File: src/rtl/store_rmw_sequencer.sv
// Multicycle store sequencer: sw writes directly; sh/sb read the word,
// capture it in the MDR, merge the low half/byte and write it back.
module store_rmw_sequencer #(
    parameter int READ_LATENCY = 1,
    parameter int CNT_W        = 4
) (
    input  logic        clk,
    input  logic        reset,
    input  logic        start,
    input  logic [1:0]  SScontrol,
    input  logic [31:0] addr,
    input  logic [31:0] B_output,
    output logic [31:0] mem_addr,
    output logic        mem_rd,
    output logic        mem_wr,
    output logic [31:0] mem_wdata,
    input  logic [31:0] mem_rdata,
    output logic [31:0] MemDataReg_out,
    output logic        busy,
    output logic        done,
    output logic        err
);

    typedef enum logic [2:0] {
        S_IDLE,
        S_READ,
        S_WAIT,
        S_CAPTURE,
        S_WRITE,
        S_DONE,
        S_ERR
    } state_t;

    localparam logic [1:0] OP_NOP = 2'b00;
    localparam logic [1:0] OP_SW  = 2'b01;
    localparam logic [1:0] OP_SH  = 2'b10;
    localparam logic [1:0] OP_SB  = 2'b11;

    state_t             state_q, state_d;
    logic [1:0]         op_q, op_d;
    logic [31:0]        addr_q, addr_d;
    logic [31:0]        b_q, b_d;
    logic [31:0]        mdr_q, mdr_d;
    logic [CNT_W-1:0]   cnt_q, cnt_d;
    logic               misaligned;
    logic [31:0]        merged;

    assign misaligned = ((SScontrol == OP_SW) && (addr[1:0] != 2'b00)) ||
                        ((SScontrol == OP_SH) && addr[0]);

    always_comb begin
        merged = b_q;
        unique case (op_q)
            OP_SH:   merged = {mdr_q[31:16], b_q[15:0]};
            OP_SB:   merged = {mdr_q[31:8], b_q[7:0]};
            default: merged = b_q;
        endcase
    end

    always_comb begin
        state_d = state_q;
        op_d    = op_q;
        addr_d  = addr_q;
        b_d     = b_q;
        mdr_d   = mdr_q;
        cnt_d   = cnt_q;
        unique case (state_q)
            S_IDLE: begin
                if (start) begin
                    op_d   = SScontrol;
                    addr_d = addr;
                    b_d    = B_output;
                    if (misaligned)
                        state_d = S_ERR;
                    else if (SScontrol == OP_NOP)
                        state_d = S_DONE;
                    else if (SScontrol == OP_SW)
                        state_d = S_WRITE;
                    else
                        state_d = S_READ;
                end
            end
            S_READ: begin
                cnt_d   = CNT_W'(READ_LATENCY - 1);
                state_d = (READ_LATENCY == 1) ? S_CAPTURE : S_WAIT;
            end
            S_WAIT: begin
                cnt_d = cnt_q - CNT_W'(1);
                if (cnt_q == CNT_W'(1))
                    state_d = S_CAPTURE;
            end
            S_CAPTURE: begin
                mdr_d   = mem_rdata;
                state_d = S_WRITE;
            end
            S_WRITE: state_d = S_DONE;
            S_DONE:  state_d = S_IDLE;
            S_ERR:   state_d = S_IDLE;
            default: state_d = S_IDLE;
        endcase
    end

    always_ff @(posedge clk) begin
        if (reset) begin
            state_q <= S_IDLE;
            op_q    <= '0;
            addr_q  <= '0;
            b_q     <= '0;
            mdr_q   <= '0;
            cnt_q   <= '0;
        end else begin
            state_q <= state_d;
            op_q    <= op_d;
            addr_q  <= addr_d;
            b_q     <= b_d;
            mdr_q   <= mdr_d;
            cnt_q   <= cnt_d;
        end
    end

    // Moore outputs: everything below depends on registered state only
    assign busy           = (state_q == S_READ) || (state_q == S_WAIT) ||
                            (state_q == S_CAPTURE) || (state_q == S_WRITE);
    assign mem_rd         = (state_q == S_READ);
    assign mem_wr         = (state_q == S_WRITE);
    assign done           = (state_q == S_DONE);
    assign err            = (state_q == S_ERR);
    assign mem_addr       = busy ? addr_q : 32'h0;
    assign mem_wdata      = mem_wr ? merged : 32'h0;
    assign MemDataReg_out = mdr_q;

endmodule

File: config.mk
export PLATFORM = sky130hd
export DESIGN_NAME = store_rmw_sequencer
export DESIGN_NICKNAME = d
export VERILOG_FILES = /design/src/rtl/store_rmw_sequencer.sv
export SDC_FILE = /design/constraint.sdc
export NUM_CORES = 1
export LEC_CHECK = 0
export BUFFER_PORTS_ARGS = -buffer_cell sky130_fd_sc_hd__clkbuf_2
export CAP_MARGIN = 15
export CORE_MARGIN = 4
export CORE_UTILIZATION = 49
export CTS_BUF_LIST = sky130_fd_sc_hd__clkbuf_8
export CTS_CLUSTER_DIAMETER = 30
export DETAILED_ROUTE_END_ITERATION = 10
export PLACE_DENSITY = 0.83
export SETUP_SLACK_MARGIN = 0.3
export SLEW_MARGIN = 10
export SYNTH_ARGS = -nofsm -noshare
export SYNTH_HDL_FRONTEND = slang
export SYNTH_SLANG_ARGS = --single-unit
File: constraint.sdc
create_clock -name clk -period 1.8 [get_ports clk]
set_input_delay 0.36 -clock clk [delete_from_list [all_inputs] [get_ports clk]]
set_output_delay 0.36 -clock clk [all_outputs]
set_load 0.01 [all_outputs]
; Word-level counts from Yosys, hierarchy flattened
; Cells that the tools add are included.
[word_totals]
output_inout_bits = 101
inputBits = 101
regBits = 105
[op_classes]
n_addsub = 1
eq_ne = 13
mux = 10
reduce_logical = 12
[ops]
columns = op, count
row1 = two-way mux 32 bit, 2
row2 = case mux 32 bit (2 select lines), 1
row3 = two-way mux 3 bit, 5
row4 = case mux 3 bit (5 select lines), 1
row5 = "equality test 3 bit, second input constant", 3
row6 = case mux 4 bit (2 select lines), 1
row7 = "equality test 2 bit, second input constant", 3
row8 = "equality test 3 x 2 -> 1 bit, second input constant", 2
row9 = "equality test 4 x 1 -> 1 bit, second input constant", 1
row10 = logical OR 1 bit, 4
row11 = "inequality test 2 bit, second input constant", 2
row12 = AND reduction 2 bit, 2
row13 = nonzero test 2 bit, 2
row14 = "subtractor 4 x 1 -> 4 bit, second input constant", 1
row15 = "equality test 3 x 1 -> 1 bit, second input constant", 1
row16 = zero test 3 bit, 1
row17 = "equality test 2 x 1 -> 1 bit, second input constant", 1
row18 = logical AND 1 bit, 2
row19 = zero test 2 bit, 1

; Depth between registers and ports, before layout
[depth]
word_depth = 6
ltp_mapped = 6
ltp_nobuf = 5

; Least setup slack after synthesis
; Ideal clock, no wire load.
[synth_path]
kind = reg-to-output
from = reg state_q[0]
to = out mem_addr[22]
path_stages_with_launch = 5
slack_ns = 0.081
t_arrival_ns = 1.359
path_buffers = 1
path_cell_list = dfxtp_1 -> nor2_1 -> xnor2_1 -> clkbuf_1 -> and2_1
[synth_via]
elab_chain_cells = 5
[synth_rtl]
columns = element, line_no
row1 = start: declaration, 39  ; state_t state_q, state_d;
row2 = start signal: assignment, 112  ; state_q <= state_d;
row3 = equality test 3 x 1 -> 1 bit / equality test 3 x 2 -> 1 bit (equally long branches), 122  ; assign busy = (state_q == S_READ) || (state_q == S_WAIT) ||
row4 = logical OR 1 bit (2 in a row), 122
row5 = logical OR 1 bit *, 123  ; (state_q == S_CAPTURE) || (state_q == S_WRITE);
row6 = via busy, 19  ; output logic busy,
row7 = two-way mux 32 bit *, 128  ; assign mem_addr = busy ? addr_q : 32'h0;
row8 = end: declaration, 13  ; output logic [31:0] mem_addr,
; The timed path passes the listed nets; every way through them passes the cells marked *.

; Final worst setup path
[layout_path]
from = reg state_q[1]
to = out mem_addr[8]
[layout_via]
elab_chain_cells = 5
[layout_rtl]
columns = element, line_no
row1 = equality test 3 x 1 -> 1 bit / equality test 3 x 2 -> 1 bit (equally long branches), 122
row2 = logical OR 1 bit (2 in a row), 122
row3 = logical OR 1 bit *, 123
row4 = two-way mux 32 bit *, 128
; Mark *: on every way between the ends. The rest lies on a longest branch, timed or not.

==> run_results.csv <==
group,metric,value,unit
cts,clock_latency,0.38,ns
yosys,syn_area,0.00444,sq mm
final_layout,utilization,0.917,
yosys,synth_compound_area_frac,0.141,
power_and_ir_drop,irDropWorstVdd,0.000671,V
outcome,status,"finished, violations left",
floorplanning,die_h,103,microns
route,drc,0,
min_path,min_from,"B_output[17]",
cts,clock_path_buffers,2,
floorplanning,core-area,0.00876,sq mm
run,maxCapViolations,0,
sta,setup_viol,66,
sta,tns,-4.67,ns
yosys,ys_types,31,
floorplanning,die_x,103,microns
setup_path,crit_required,1.44,ns
setup_path,arrival,1.59,ns
setup_path,criticalPathCategory,"register to output port",
final_layout,fillers,312,
sta,fin_crit_sh,1.08,
power_and_ir_drop,power_leakage,3.41,nW
setup_path,regToRegStartpoint,"state_q[1]",
final_layout,syn_to_final_growth,80.9,%
final_layout,multi_input_area,0.00316,sq mm
yosys,ys_warn_count,0,
floorplanning,initial_core_util,0.507,
global_routing,grt_pass1_wl,23300,microns
final_layout,antenna_cells,0,
route,viasPerCell,6.03,
sta,rsz0062_at_grt,"yes",
final_layout,seqCellArea,0.00212,sq mm
floorplanning,die_area,0.0107,sq mm
route,dr.pass1.iters,5,
outcome,violations,"setup timing",
cts,cts_max_level,3,
yosys,avgSynthCellArea,7.48,sq um
route,top_layer_used,"met4",
cts,root_buffer,"clkbuf_8",
sta,setup_slack,-0.151,ns
yosys,synth_xor_area_frac,0.00394,
global_routing,overflow,0,
final_layout,final_nets,939,
sta,timing.fmax,0.513,GHz
final_layout,drive_gt1_frac,0.587,
min_path,holdPathEnd,"b_q[17]",
cts,cts_tree,"built",
cts,cts-buffers-inserted,9,
power_and_ir_drop,powerDensity,975,mW/mm^2
cts,clkSinkCount,105,
placement,place.gp.congestion,0.822,
yosys,yosysSeqAreaShare,0.473,
yosys,syn_nets,697,
yosys,synth_fa_ha_area_frac,0.00563,
global_routing,grt_antenna_before_repair,0,
placement,pre_cts_ws,0.176,ns
route,wl,21900,microns
placement,portBuffers,201,
setup_path,critPathCaptureType,"output port",
yosys,muxShareOfSynthArea,0.0360,
global_routing,track_usage,0.277,
yosys,yosys_register_bits,105,
cts,path_clk_slew,0.11,ns
route,wl_met2,10400,microns
setup_path,r2r_cells,9,
floorplanning,io_pins,202,
route,ant_nets,0,
yosys,synth_top_family_by_area,"simple AND/OR/NAND/NOR gates",
min_path,min_path_cells,3,
setup_path,ff2ff_setup_slack,-0.01,ns
yosys,synthCells,594,
sta,worstMarginPinSlew,0.465,ns
route,drtIter0Drc,343,
sta,finalHoldViolations,0,
setup_path,r2r-end,"MemDataReg_out[21]",
floorplanning,rows,34,
global_routing,grt_max_degree,42,
placement,dpl.hpwl,9180,microns
sta,fin_worst_skew,0.0191,ns
setup_path,worst_setup_path_start_kind,"register",
setup_path,worstPathMaxFanout,33,
sta,slew_violations,0,
route,wl_met1,7520,microns
yosys,yosys.area_share.simple,0.295,
sta,timing.hold.ws,0.199,ns
sta,timing.final.crit_period,1.95,ns
sta,maxSlewHeadroom,0.687,
route,wl_per_cell,23.1,microns
route,via_count,5725,
route,met3_length,2300,microns
min_path,hp-class,"primary input to register",
global_routing,grt_pass1_vias,4930,
flip-flops by register name, indices dropped and copies added (netlist names):
name,count
MemDataReg_out,32
addr_q,32
b_q,32
cnt_q,4
op_q,2
state_q,3
timing repair:
action | CTS | global route
setup endpoints to repair | 106 | 170
setup buffers | 12 | 18
resized for setup | 170 | 201
gates cloned | 9 | 21
hold buffers | 0 | 0
pin swaps | 91 | 42
power breakdown:
group | internal, mW | switching [mW] | total [mW]
registers | 2.59 | 0.264 | 2.85
logic | 1.71 | 1.79 | 3.51
clock network | 0.563 | 0.919 | 1.48
total | 4.86 | 2.98 | 7.84
cell usage in the layout, fill, tap and decap left out, drive strengths merged, types with 2 or more instances in the layout:
cell type / synthesis / final
or4b: 3 / 4
dfxtp: 105 / 105
a21oi: 113 / 113
o21ai: 3 / 3
nand2: 208 / 208
inv: 3 / 5
clkbuf: 41 / 173
ha: 2 / 2
nand3b: 2 / 2
buf: 7 / 115
nor4b: 4 / 4
and2: 33 / 33
clkinv: 0 / 3
a31oi: 2 / 2
nand3: 10 / 10
and3: 8 / 8
and3b: 3 / 3
nor2b: 2 / 2
mux2i: 16 / 16
nor2: 17 / 17
nand2b: 2 / 2
per-stage QoR:
step | power [mW] | area [sq um] | instances
2_1_floorplan | 3.87 | 4590 | 594
3_3_place_gp | 4.41 | 5710 | 873
3_5_place_dp | 4.47 | 5710 | 873
4_1_cts | 6.58 | 6800 | 910
5_1_grt | 8.07 | 8040 | 949
6_report | 7.84 | 8040 | 949
cell usage after synthesis (all sizes together):
library cell    n  area [sq um]
a2111oi         1          8.76
a21o            1          7.51
a21oi         113           566
a311oi          1          8.76
a31oi           2          12.5
and2           33           206
and3            8          50.1
and3b           3          26.3
buf             7          35.0
clkbuf         41           154
dfxtp         105          2100
ha              2          25.0
inv             3          11.3
mux2i          16           160
nand2         208           781
nand2b          2          12.5
nand3          10          50.1
nand3b          2          15.0
nand4b          1          8.76
nor2           17          63.8
nor2b           2          12.5
nor3b           1          7.51
nor4b           4          35.0
o21ai           3          15.0
o221ai          1          8.76
or3             1          6.26
or4             1          7.51
or4b            3          30.0
xnor2           1          8.76
xor2            1          8.76
routing by layer:
layer  track usage  up-vias
li1              -     2449
met1         0.329     2633
met2         0.492      483
met3        0.0550      160
met4         0.105        0
met5             0        -
cell families (layout without fill, tap and decap cells):
| logic type | count (synthesis) | in the layout |
|---|---|---|
| simple gates | 296 | 297 |
| fa+ha+maj | 2 | 2 |
| buf+inv | 51 | 297 |
| xor+xnor | 2 | 2 |
| flops | 105 | 105 |
| compound gates | 122 | 122 |
| mux | 16 | 16 |
worst max-delay path by stage:
| stage | startpoint | endpoint | slack, ns | cells after the start |
|---|---|---|---|---|
| finish | state_q[1] | mem_addr[8] | -0.15 | 5 |
| global route | state_q[1] | mem_addr[8] | -0.20 | 5 |
| CTS | state_q[1] | mem_addr[3] | -0.08 | 5 |
| detailed placement | cnt_q[2] | cnt_q[3] | 0.18 | 3 |
| global placement | cnt_q[2] | cnt_q[3] | 0.20 | 3 |
| floorplan | cnt_q[2] | cnt_q[3] | 0.25 | 3 |
critical path, stage by stage (launching register included):
cell      delay [ns]
dfxtp_4         0.37
nor2_4          0.18
xnor2_2         0.15
buf_12          0.19
and2_1          0.18
clkbuf_2        0.15
cell type report:
type | count | share of cell area
multi-input combinational | 439 | 0.394
timing repair buffer | 278 | 0.300
sequential | 105 | 0.264
clock buffer | 10 | 0.0171
tap | 108 | 0.0168
clock inverter | 6 | 0.00622
inverter | 3 | 0.00202
(Power assumes the default switching activity.)
